==> config.mk <==
export PLATFORM = sky130hd
export DESIGN_NAME = ikari_video_timing
export DESIGN_NICKNAME = d
export VERILOG_FILES = /design/src/rtl/ikari_video_pkg.sv /design/src/rtl/ikari_video_timing.sv
export SDC_FILE = /design/constraint.sdc
export NUM_CORES = 1
export LEC_CHECK = 0
export CORE_MARGIN = 5
export CORE_UTILIZATION = 50
export DETAILED_ROUTE_END_ITERATION = 10
export GPL_ROUTABILITY_DRIVEN = 0
export PLACE_DENSITY = 0.77
export SLEW_MARGIN = 40
export SYNTH_ARGS = -nofsm -noshare
export SYNTH_HDL_FRONTEND = slang
export SYNTH_SLANG_ARGS = --single-unit
==> constraint.sdc <==
create_clock -name i_clk -period 3.51 [get_ports i_clk]
set_clock_uncertainty 0.2 [all_clocks]
set_input_delay 0.702 -clock i_clk [delete_from_list [all_inputs] [get_ports i_clk]]
set_output_delay 0.702 -clock i_clk [all_outputs]
set_load 0.01 [all_outputs]
==> src/rtl/ikari_video_pkg.sv <==
// Shared video timing constants and counter type for the Ikari video path.
// Also used by the sprite/tile line buffers.
package ikari_video_pkg;

    localparam int CNT_W = 9;

    localparam int DEF_H_TOTAL      = 424;
    localparam int DEF_H_ACTIVE     = 288;
    localparam int DEF_H_SYNC_START = 320;
    localparam int DEF_H_SYNC_END   = 352;

    localparam int DEF_V_TOTAL      = 262;
    localparam int DEF_V_ACTIVE     = 216;
    localparam int DEF_V_SYNC_START = 232;
    localparam int DEF_V_SYNC_END   = 235;

    typedef logic [CNT_W-1:0] cnt_t;

    function automatic logic in_window(cnt_t c, cnt_t lo, cnt_t hi);
        return (c >= lo) && (c < hi);
    endfunction

endpackage

==> src/rtl/ikari_video_timing.sv <==
// Raster counters, blanking/sync decode, line strobe and vblank interrupt.
// Every output is registered from the next-state counter values.
module ikari_video_timing
    import ikari_video_pkg::*;
#(
    parameter int H_TOTAL      = DEF_H_TOTAL,
    parameter int H_ACTIVE     = DEF_H_ACTIVE,
    parameter int H_SYNC_START = DEF_H_SYNC_START,
    parameter int H_SYNC_END   = DEF_H_SYNC_END,
    parameter int V_TOTAL      = DEF_V_TOTAL,
    parameter int V_ACTIVE     = DEF_V_ACTIVE,
    parameter int V_SYNC_START = DEF_V_SYNC_START,
    parameter int V_SYNC_END   = DEF_V_SYNC_END
) (
    input  logic             i_clk,
    input  logic             i_rst,
    input  logic             i_cen_6p7,
    input  logic             i_int_ack,
    output logic [CNT_W-1:0] o_hcount,
    output logic [CNT_W-1:0] o_vcount,
    output logic             o_hblank,
    output logic             o_vblank,
    output logic             o_hsync_n,
    output logic             o_vsync_n,
    output logic             o_line_start,
    output logic             o_vbl_int,
    output logic [7:0]       o_frame
);

    if (!(H_ACTIVE < H_SYNC_START && H_SYNC_START < H_SYNC_END &&
          H_SYNC_END <= H_TOTAL && H_TOTAL <= 512)) begin : g_bad_h
        $error("ikari_video_timing: illegal horizontal timing");
    end
    if (!(V_ACTIVE < V_SYNC_START && V_SYNC_START < V_SYNC_END &&
          V_SYNC_END <= V_TOTAL && V_TOTAL <= 512)) begin : g_bad_v
        $error("ikari_video_timing: illegal vertical timing");
    end

    localparam cnt_t H_LAST = cnt_t'(H_TOTAL - 1);
    localparam cnt_t V_LAST = cnt_t'(V_TOTAL - 1);
    localparam cnt_t H_ACT  = cnt_t'(H_ACTIVE);
    localparam cnt_t V_ACT  = cnt_t'(V_ACTIVE);
    localparam cnt_t H_SS   = cnt_t'(H_SYNC_START);
    localparam cnt_t H_SE   = cnt_t'(H_SYNC_END);
    localparam cnt_t V_SS   = cnt_t'(V_SYNC_START);
    localparam cnt_t V_SE   = cnt_t'(V_SYNC_END);

    cnt_t       h_nxt;
    cnt_t       v_nxt;
    logic [7:0] f_nxt;
    logic       line_nxt;
    logic       irq_set;

    always_comb begin
        h_nxt = o_hcount;
        v_nxt = o_vcount;
        f_nxt = o_frame;
        if (i_cen_6p7) begin
            if (o_hcount == H_LAST) begin
                h_nxt = '0;
                if (o_vcount == V_LAST) begin
                    v_nxt = '0;
                    f_nxt = o_frame + 8'd1;
                end else begin
                    v_nxt = o_vcount + 1'b1;
                end
            end else begin
                h_nxt = o_hcount + 1'b1;
            end
        end
    end

    // A new line begins only on an enabled edge that lands on column 0.
    assign line_nxt = i_cen_6p7 && (h_nxt == '0);
    assign irq_set  = line_nxt && (v_nxt == V_ACT);

    always_ff @(posedge i_clk) begin
        if (i_rst) begin
            o_hcount     <= '0;
            o_vcount     <= '0;
            o_frame      <= '0;
            o_hblank     <= 1'b0;
            o_vblank     <= 1'b0;
            o_hsync_n    <= 1'b1;
            o_vsync_n    <= 1'b1;
            o_line_start <= 1'b0;
            o_vbl_int    <= 1'b0;
        end else begin
            o_line_start <= line_nxt;
            if (irq_set) begin
                o_vbl_int <= 1'b1;
            end else if (i_int_ack) begin
                o_vbl_int <= 1'b0;
            end
            if (i_cen_6p7) begin
                o_hcount  <= h_nxt;
                o_vcount  <= v_nxt;
                o_frame   <= f_nxt;
                o_hblank  <= (h_nxt >= H_ACT);
                o_vblank  <= (v_nxt >= V_ACT);
                o_hsync_n <= !in_window(h_nxt, H_SS, H_SE);
                o_vsync_n <= !in_window(v_nxt, V_SS, V_SE);
            end
        end
    end

endmodule

After elaboration in Yosys (flattened, before gate mapping). Cells that the tools add are included.

Flip-flop bits (word level): 32. Input port bits: 4. Output and inout port bits: 32. Word-level logic and storage cells: 37.

Add/sub/neg operators: 3. Magnitude comparators: 6. Eq/ne operators: 3. Muxes and demuxes: 7. Reductions and logical operators: 9.

Operator list (count): $mux W9 (5); $add A9 B1 Y9 const B (2); $eq A9 B9 Y1 const B (2); $ge A9 B8 Y1 const B (2); $ge A9 B9 Y1 const B (2); $eq A9 B8 Y1 const B (1); $logic_not A9 Y1 (1); $lt A9 B8 Y1 const B (1); $lt A9 B9 Y1 const B (1); $add A8 B1 Y8 const B (1); $logic_and A1 B1 Y1 (4); $reduce_and A3 Y1 (1); $logic_not A1 Y1 (2); $mux W1 (2); $reduce_bool A2 Y1 (1).

Logic depth before layout (Yosys ltp). Gate-level depths: netlist (run 1).

Depth after elaboration: 7. Depth in mapped cells: 9. Mapped depth without buffers: 8.

Least setup slack after synthesis (run 1). OpenSTA, ideal clock, no wires.

Path kind: input -> register. From: input port i_cen_6p7. To: register o_vbl_int. Setup time: 0.084 ns. Arrival: 2.421 ns. Path slack: 0.805 ns. Stages on the path: 7. Path buffers: 1. Cell sequence: clkbuf_2 -> nand3_1 -> nor3_2 -> or4_2 -> a211oi_2 -> or4b_1 -> o31ai_2.

Word-level cells in the longest chain between the ends: 5. Elaborated cells between the ends (all ways): 8.

RTL lines: from (decl) (line ikari_video_timing.sv:17) `input logic i_cen_6p7,`; $mux W9 (line ikari_video_timing.sv:58) `if (i_cen_6p7) begin`; $logic_not A9 Y1 (line ikari_video_timing.sv:74) `assign line_nxt = i_cen_6p7 && (h_nxt == '0);`; $logic_and A1 B1 Y1 (line ikari_video_timing.sv:74); $logic_and A1 B1 Y1 * (line ikari_video_timing.sv:75) `assign irq_set = line_nxt && (v_nxt == V_ACT);`; $mux W1 / $reduce_bool A2 Y1 (equally long branches); to (signal assigned) (line ikari_video_timing.sv:87) `o_vbl_int <= 1'b0;`; to (signal assigned) (line ikari_video_timing.sv:91) `o_vbl_int <= 1'b1;`; to (signal assigned) (line ikari_video_timing.sv:93) `o_vbl_int <= 1'b0;`; to (decl) (line ikari_video_timing.sv:26) `output logic o_vbl_int,`.

Mark *: on every way between the ends. The rest lies on a longest branch, timed or not. A chain may end at the register's enable or synchronous reset.

Worst setup path in the final report (run 1). Same ends and word-level chain as after synthesis.

==> metrics.md, run 1 <==
| Metric | Value |
|---|---|
| Vias | `around 1700` |
| DRT iter0 DRCs | `around 180` |
| Gate power share | `under 10%` |
| Post-CTS Resized | `0` |
| Core Footprint | `~3700 um^2` |
| Die W | `between 70 and 80 um` |
| Initial antenna violation count | `0` |
| Placed Instance Area | `about 2200 um^2` |
| Worst setup SP type | `primary input` |
| GR Util All Layers | `between 15 and 20%` |
| Setup Viol. Count Final | `0` |
| IO Pins | `36` |
| Crit path cell chain | `clkdlybuf4s50_1 > buf_4 > nand4_1 > nor2_1 > mux2i_1 > a21oi_1 > or3_2 > o31ai_2` |
| Clk pwr share | `just under 50%` |
| Worst endpoint required time | `approximately 3500 ps` |
| CP Capture Type | `register` |
| Most common cell after layout, fill and taps aside | `clkdlybuf4s50_1` |
| Crit path arrival time | `around 2900 ps` |
| Initial core utilization | `between 50 and 60%` |
| Area leader, netlist | `dfxtp_1` |
| Area growth from synthesis to layout | `21.4%` |
| Power Internal | `between 600 and 700 uW` |
| Final HPWL DP | `3.06 mm` |
| Vias/cell | `between 5 and 6` |
| Overflow after GRT | `0` |
| Hold path start | `o_vbl_int` |
| Crit-path max cell delay | `around 500 ps` |
| Post-synth EDFFs | `0` |
| RSZ-0062 raised after global routing | `false` |
| Hold_buf cts | `0` |
| Mapped Avg Cell Area | `approximately 8.7 um^2` |
| Antenna Cells | `0` |
| CTS tree | `yes` |
| Fin crit period | `around 2900 ps` |
| Sequential share of power | `47.1%` |
| Root Driver | `clkbuf_8` |
| Crit share post-route | `82.9%` |
| Synth Flop Type | `dfxtp_1` |
| Die height | `72.5 um` |
| Sw power | `153 uW` |
| Final WL | `about 4.4 mm` |
| Setup TNS Final | `0 ps` |
| H-tree levels | `2` |
| Vias in the first global route | `about 1600` |
| Least-Margin Pin Slew | `between 400 and 500 ps` |
| CTS Buf Count | `5` |
| Sequential cell area fraction in the yosys report | `between 30 and 40%` |
| Setup CP Type | `in2reg` |
| #FFs+latches synth | `32` |
| Worst-Skew Late Latency | `290 ps` |
| Max Cap Violations | `0` |
| Cell area power density | `332 nW/um^2` |
| Status | `complete, no violations` |
| Critical-path top delay cell | `clkdlybuf4s50_1` |
| Pin count of the biggest net entering global routing | `28` |
| Net Sw Frac | `roughly 19%` |
| Max-slew headroom | `66.9%` |
| Syn nets | `232` |
| Crit Path Max Fanout | `9` |
| Capturing point of the worst reg2reg path | `o_vbl_int` |
| Die ar. | `5260 um^2` |
| Most frequent cells in the layout | `clkdlybuf4s50_1, dfxtp_1, nor2_1` |
| Flop-to-flop setup slack | `700 ps` |
| CP Capture Point | `o_vbl_int` |
| Row count | `22` |
| Port Buffers | `35` |
| Reg2reg start | `o_hcount[0]` |
| Yosys warns | `0` |
| Stages on the worst setup path | `8` |
| Layout cell share with drive strength beyond 1 | `between 10% and 20%` |
| Crit path from | `i_cen_6p7` |
| Syn Std Cell Area | `between 1500 and 2000 um^2` |
| First-pass GRT wire length | `~7.7 mm` |
| Top cell type's share of synthesized area | `between 30% and 40%` |
| Nets | `263` |
| Post-route DRC | `0` |
| CTS clk-pin slew, worst paths | `60 ps` |
| Critical path buffer and inverter count | `2` |
| Fmax | `~340 MHz` |
| HP Class | `reg2reg` |
| VDD IR max | `between 0.0002 and 0.00025 V` |
| Asr flop ratio synth | `0%` |
| Avg WL per Cell | `roughly 15 um` |
| Post-route cell area | `~2400 um^2` |
| Synth area leaders | `dfxtp_1, nor2_1, xor2_1` |
| Antenna viol nets, final | `0` |
| Largest delay share family, worst path | `simple AND/OR/NAND/NOR gates` |
| Cells on worst reg2reg path | `7` |
| Max-slew violations | `0` |
| Count of cell types in the netlist | `between 50 and 60` |
| Maximum clock insertion buffer count | `2` |
| CTS sink count | `32` |
| Leakage | `around 0.00081 uW` |
| Final hold vios | `0` |
| Drt first pass iters | `4` |
| Cells after synthesis | `roughly 220` |
| # Post-CTS Setup Buffers | `0` |
-- layout make-up --
type	instances	area [um^2]
fillers	322	1340
multi-input cells	171	1130
flip-flops and latches	32	641
repair buffers	42	403
clock buffers	7	96.3
well taps	48	60.1
clock inverters	1	30.0
inverters	3	11.3
-- flip-flops by register name, summed over array words and instances (netlist names) --
register      cells
o_frame           8
o_hblank          1
o_hcount          9
o_hsync_n         1
o_line_start      1
o_vbl_int         1
o_vblank          1
o_vcount          9
o_vsync_n         1
-- worst min-delay path by stage --
stage	end	slack, ps	depth (start not counted)
after global routing	o_vbl_int	310	2
after CTS	o_vbl_int	280	2
after global placement	o_vbl_int	260	2
after detailed placement	o_vbl_int	270	2
after floorplan	o_vbl_int	290	2
final	o_vbl_int	270	2
-- synthesized netlist by cell type, drive strengths merged (2+ instances only) --
cell type,n
dfxtp,32
nor2,28
nand2,14
clkbuf,13
nand3,11
nor3,11
o21ai,11
xnor2,10
xor2,10
a21oi,9
nand4,9
nor4,6
and3,5
buf,4
ha,4
nor2b,4
a31oi,3
inv,3
mux2i,3
nand2b,3
o211ai,3
or3,3
a211oi,2
nor4b,2
o31ai,2
or2,2
or4b,2
-- logic make-up after synthesis --
| group | after synthesis | share of synthesized area, % |
|---|---|---|
| fa+ha+maj | 4 | 2.56 |
| simple gates | 106 | 31.5 |
| compound gates | 37 | 12.4 |
| buf+inv | 21 | 9.28 |
| flops | 32 | 32.8 |
| mux | 4 | 2.11 |
| xor+xnor | 20 | 9.35 |
-- worst register-to-register path, cell delays in order (launching register included) --
cell and delay (ps):
dfxtp_1 420, ha_1 400, nand3_1 220, nor4_1 480, xnor2_2 150, a211oi_2 200, or4b_1 460, o31ai_2 210
-- power by group through the flow --
stage	sequential [uW]	combinational, uW	clock (uW)
CTS	371	37.3	391
global route	371	41.7	409
finish	371	37.3	380
floorplan	380	21.1	0
detailed placement	379	36.8	0
global placement	379	37.0	0
-- metal layers --
layer	track usage [%]	up-vias	part of all wire (%)
li1	-	862	-
met1	25.5	798	46
met2	25.7	69	42
met3	6.79	7	9.6
met4	7.79	0	1.6
met5	0	-	0
-- stage by stage --
step	worst slack, ps	hold slack (ps)	std cells	total power, uW	util [%]
6_report	600	271	304	788	63.9
4_1_cts	616	283	304	799	63.9
3_5_place_dp	319	269	296	416	60.5
2_1_floorplan	805	291	224	401	-
5_1_grt	437	314	304	822	63.9
3_3_place_gp	402	261	296	416	60.5
Power figures use the tool's default switching activity.
==> run 2, diff against run 1 <==
clock period = 2.8 ns   (was 3.51 ns; I/O delays follow)
==> run 2 against run 1 <==
Compared with the run above:
- hold slack about the same
- cell count up 5.9%
- clock power shrank 5%
- register-to-register slack got worse by 440 ps
- critical path type unchanged
- routed wire length up 6.0%
- critical endpoint unchanged
- sequential share of layout area decreased by 1.2 points
- global-route usage increased by 0.80 points
- flip-flop and latch count is the same
- utilization increased by 2.9 points
- combinational power grew 28%
- largest power group is now sequential cells
- design area rose by 4.5%
==> metrics.md, run 2 (synthesized netlist as in run 1, its figures left out) <==
| Metric | Value |
|---|---|
| Status | `complete, no violations` |
| Setup CP Type | `in2reg` |
| M1 GR Usage | `around a quarter` |
| VDD IR max | `~0.00023 V` |
| Capturing point of the worst reg2reg path | `o_vsync_n` |
| Drt first pass iters | `4` |
| Worst hold margin | `270 ps` |
| Fin crit period | `2640 ps` |
| Cells on worst reg2reg path | `8` |
| Post-route DRC | `0` |
| Die W | `between 70 and 80 um` |
| Power Internal | `about 700 uW` |
| Vias in the first global route | `~1700` |
| Pin count of the biggest net entering global routing | `28` |
| IO Pins | `36` |
| CTS Buf Count | `5` |
| Clk pwr share | `41.4%` |
| Nets | `between 200 and 300` |
| Vias/cell | `roughly 5.7` |
| Initial antenna violation count | `0` |
| Die height | `72.5 um` |
| Root Driver | `clkbuf_8` |
| Least-Margin Pin Slew | `a little over 400 ps` |
| DRT iter0 DRCs | `150` |
| Post-Place Cells | `~310` |
| Antenna viol nets, final | `0` |
| Sequential share of power | `53.1%` |
| Cell area power density | `approximately 350 nW/um^2` |
| Final Util | `66.8%` |
| HP Class | `reg2reg` |
| Row count | `22` |
| Setup Viol. Count Final | `0` |
| Port Buffers | `35` |
| Worst-Skew Late Latency | `280 ps` |
| CTS tree | `yes` |
| Hold_buf cts | `0` |
| CP Capture Point | `o_vbl_int` |
| Area growth from synthesis to layout | `27.0%` |
| Maximum clock insertion buffer count | `2` |
| Non-Filler Instances | `roughly 320` |
| CTS sink count | `32` |
| Crit path arrival time | `2640 ps` |
| Flop-to-flop setup slack | `between 200 and 300 ps` |
| Placed Instance Area | `2380 um^2` |
| CP Capture Type | `register` |
| Sw power | `192 uW` |
| Met3 usage | `approximately 5%` |
| First-pass GRT wire length | `between 8 and 9 mm` |
| Most frequent cells in the layout | `clkdlybuf4s50_1, dfxtp_1, nor2_1` |
| Max-slew headroom | `just over 70%` |
| Worst hold path depth | `2` |
| RSZ-0062 raised after global routing | `false` |
| Die ar. | `approximately 5300 um^2` |
| Post-route cell area | `2480 um^2` |
| Initial core utilization | `between 50% and 60%` |
| Worst setup SP type | `primary input` |
| Antenna Cells | `0` |
| GR Util All Layers | `just under 20%` |
| Net Sw Frac | `a little over a fifth` |
| Crit path from | `i_cen_6p7` |
| CTS clk-pin slew, worst paths | `about 60 ps` |
| Top Registers | `o_hcount x9, o_vcount x9, o_frame x8` |
| Crit Path Max Fanout | `3` |
| Reg2reg start | `o_vcount[1]` |
| Max Cap Violations | `0` |
| Avg WL per Cell | `~15 um` |
| Crit share post-route | `94.3%` |
| Final WL | `4.68 mm` |
| H-tree levels | `2` |
| Gate power share | `approximately 5.5%` |
| Vias | `between 1500 and 2000` |
| Final hold vios | `0` |
| Final HPWL DP | `roughly 3.3 mm` |
| Gr busiest metal | `met2` |
| Overflow after GRT | `0` |
| Core Footprint | `3720 um^2` |
| Worst endpoint required time | `~2800 ps` |
| Max-slew violations | `0` |
| Most common cell after layout, fill and taps aside | `clkdlybuf4s50_1` |
| Layout cell share with drive strength beyond 1 | `18.6%` |
| Met2 Use GR | `28.8%` |
| Fmax | `379 MHz` |
| Leakage | `0.000881 uW` |
==> run 2: what timing repair did <==
| item | in CTS | in global routing |
|---|---|---|
| endpoints found under the setup margin | 0 | 1 |
| setup buffers | 0 | 0 |
| gates resized for setup | 0 | 2 |
==> run 2: worst min path at each step <==
| stage | start | to | slack (ps) |
|---|---|---|---|
| after CTS | o_vbl_int | o_vbl_int | 270 |
| after floorplan | o_vbl_int | o_vbl_int | 290 |
| after detailed placement | o_vbl_int | o_vbl_int | 260 |
| after global placement | o_vbl_int | o_vbl_int | 260 |
| final | o_vbl_int | o_vbl_int | 270 |
| after global routing | o_vbl_int | o_vbl_int | 300 |
==> run 2: layout make-up <==
type / count / area [um^2]
fill: 333 / 1230
multi-input combinational: 171 / 1140
sequential: 32 / 641
timing repair buffer: 60 / 542
clock buffer: 8 / 90.1
tap: 48 / 60.1
inverter: 3 / 11.3
==> run 2: power groups by stage <==
stage	Clock, uW	Sequential [uW]	Combinational (uW)
4_1_cts	368	465	47.5
3_5_place_dp	0	475	47.1
5_1_grt	393	465	52.1
6_report	362	465	47.9
2_1_floorplan	0	476	26.5
3_3_place_gp	0	474	47.1
==> run 2: worst max-delay path, stage by stage <==
cell and delay [ps]:
clkdlybuf4s50_1 440, nand3_2 100, nor3_2 60, or4_2 560, a211oi_2 250, or4b_1 470, o31ai_2 210
==> run 2: stage by stage <==
step / total power [uW] / setup TNS, ps / setup WS (ps)
after floorplan: 502 / 0 / 202
after global placement: 521 / -119 / -119
after detailed placement: 522 / -159 / -141
after CTS: 880 / 0 / 128
after global routing: 910 / 0 / 37.6
final: 875 / 0 / 159
==> run 2: routing by layer <==
layer  wire length, um  part of all wire [%]  vias up
met5                 0                     0        -
met4                71                   1.5        0
met3               430                   9.2        6
met2              2110                    45       91
met1              2070                    44      855
li1                  -                     -      895
==> run 3, diff against run 2 <==
CTS_BUF_LIST = sky130_fd_sc_hd__clkbuf_16   (was not set)
==> run 3 against run 2 <==
Compared with the run above:
- critical path depth increased by 1
- total power increased by 15%
- critical path type unchanged
- clock power increased by 37%
- setup slack got worse by 40 ps
- register-to-register slack got worse by 30 ps
- cell count unchanged
- utilization increased by 1.3 points
- design area increased by 2.0%
==> metrics.md, run 3 (synthesized netlist as in run 1, its figures left out) <==
| Metric | Value |
|---|---|
| Status | `complete, no violations` |
| VDD IR max | `between 0.0002 and 0.0003 V` |
| Port Buffers | `35` |
| Final WL | `approximately 4.8 mm` |
| Antenna Cells | `0` |
| Root Driver | `clkbuf_16` |
| Overflow after GRT | `0` |
| Setup CP Type | `in2reg` |
| Critical-path top delay cell | `clkdlybuf4s50_1` |
| Least-Margin Pin Slew | `between 400 and 500 ps` |
| Die height | `just over 70 um` |
| Post-Place Cells | `between 300 and 400` |
| Leakage | `0.000910 uW` |
| Core Footprint | `between 3000 and 4000 um^2` |
| CTS tree | `yes` |
| CTS Buf Count | `5` |
| # Post-CTS Setup Buffers | `0` |
| Met2 Use GR | `between 20% and 30%` |
| Pin count of the biggest net entering global routing | `28` |
| Vias/cell | `5.72` |
| Maximum clock insertion buffer count | `2` |
| Setup Viol. Count Final | `0` |
| Max-slew headroom | `between 70 and 80%` |
| Reg area | `~640 um^2` |
| Crit path cell chain | `clkdlybuf4s50_1 > buf_4 > nand4_1 > nor4_4 > xnor2_1 > a211oi_2 > or4b_1 > o31ai_2` |
| Crit share post-route | `95.8%` |
| Worst setup SP type | `primary input` |
| Area growth from synthesis to layout | `29.4%` |
| HP Class | `reg2reg` |
| Stages on the worst setup path | `8` |
| Crit path arrival time | `~2700 ps` |
| Largest delay share family, worst path | `simple AND/OR/NAND/NOR gates` |
| H-tree levels | `2` |
| Row count | `22` |
| CTS sink count | `32` |
| Vias | `1842` |
| Most frequent cells in the layout | `clkdlybuf4s50_1, dfxtp_1, nor2_1` |
| Nets | `roughly 280` |
| Die ar. | `between 5000 and 6000 um^2` |
| Crit Path Max Fanout | `16` |
| Most common cell after layout, fill and taps aside | `clkdlybuf4s50_1` |
| Initial core utilization | `between 50% and 60%` |
| Max-slew violations | `0` |
| Drt first pass iters | `5` |
| Critical path buffer and inverter count | `2` |
| RSZ-0062 raised after global routing | `false` |
| Layout cell share with drive strength beyond 1 | `a little under a fifth` |
| Footprint of the multi-input gates | `approximately 1100 um^2` |
| Met3 usage | `about 5.5%` |
| Crit-path max cell delay | `about 500 ps` |
| Max Cap Violations | `0` |
| Non-Filler Instances | `~320` |
| Final HPWL DP | `~3.3 mm` |
| Final Util | `68.1%` |
| M1 GR Usage | `around a quarter` |
| Post-route cell area | `2530 um^2` |
| Worst-Skew Late Latency | `roughly 270 ps` |
| Avg WL per Cell | `14.9 um` |
| Cell area power density | `~400 nW/um^2` |
| Vias in the first global route | `1695` |
| Gr busiest metal | `met2` |
| Cells on worst reg2reg path | `8` |
| Placed Instance Area | `around 2400 um^2` |
| GR Util All Layers | `19.2%` |
| Worst endpoint required time | `around 2800 ps` |
| Filler instances | `315` |
| Antenna viol nets, final | `0` |
| Die W | `approximately 73 um` |
| Final hold vios | `0` |
| First-pass GRT wire length | `around 8.0 mm` |
| IO Pins | `36` |
| Hold_buf cts | `0` |
| Post-CTS Resized | `0` |
| Top Registers | `o_hcount x9, o_vcount x9, o_frame x8` |
| Fmax | `373 MHz` |
| Power Total | `about 1000 uW` |
| CTS clk-pin slew, worst paths | `~50 ps` |
| Post-route DRC | `0` |
| DRT iter0 DRCs | `between 100 and 150` |
| CP Capture Type | `register` |
| Worst hold path depth | `2` |
| Fin crit period | `between 2000 and 3000 ps` |
| Initial antenna violation count | `0` |
==> run 3: final timing paths <==
kind,start,end,slack [ps]
worst max-delay path,i_cen_6p7,o_vbl_int,120
worst min-delay path,o_vbl_int,o_vbl_int,270
worst max register to register,o_vcount[1],o_vsync_n,230
worst min register to register,o_vbl_int,o_vbl_int,270
==> run 3: worst min-delay path, cell delays in order (launching register included) <==
cell and delay [ps]:
dfxtp_1 320, nand2_1 60, o31ai_2 50
==> run 3: area by class of cell <==
class,count,area share [%]
Clock inverter,3,0.445
Inverter,3,0.445
Multi-Input combinational cell,171,45.1
Tap cell,48,2.37
Timing Repair Buffer,60,21.4
Sequential cell,32,25.3
Clock buffer,5,4.95
==> run 3: per-layer routing <==
layer | part of all wire (%) | vias up
li1 | - | 899
met1 | 45 | 850
met2 | 46 | 81
met3 | 7.3 | 12
met4 | 1.6 | 0
met5 | 0 | -
==> run 3: power by group <==
part	switching [uW]	internal, uW	leakage, uW
clock	177	319	0.0000738
combinational	25.1	22.9	0.000578
sequential	5.12	461	0.000258
==> run 3: per-stage QoR <==
step           setup slack, ps  setup TNS (ps)  hold WS [ps]
2_1_floorplan              202               0           291
3_3_place_gp              -119            -119           258
3_5_place_dp              -141            -159           258
4_1_cts                    114               0           269
5_1_grt                   13.5               0           301
6_report                   118               0           267
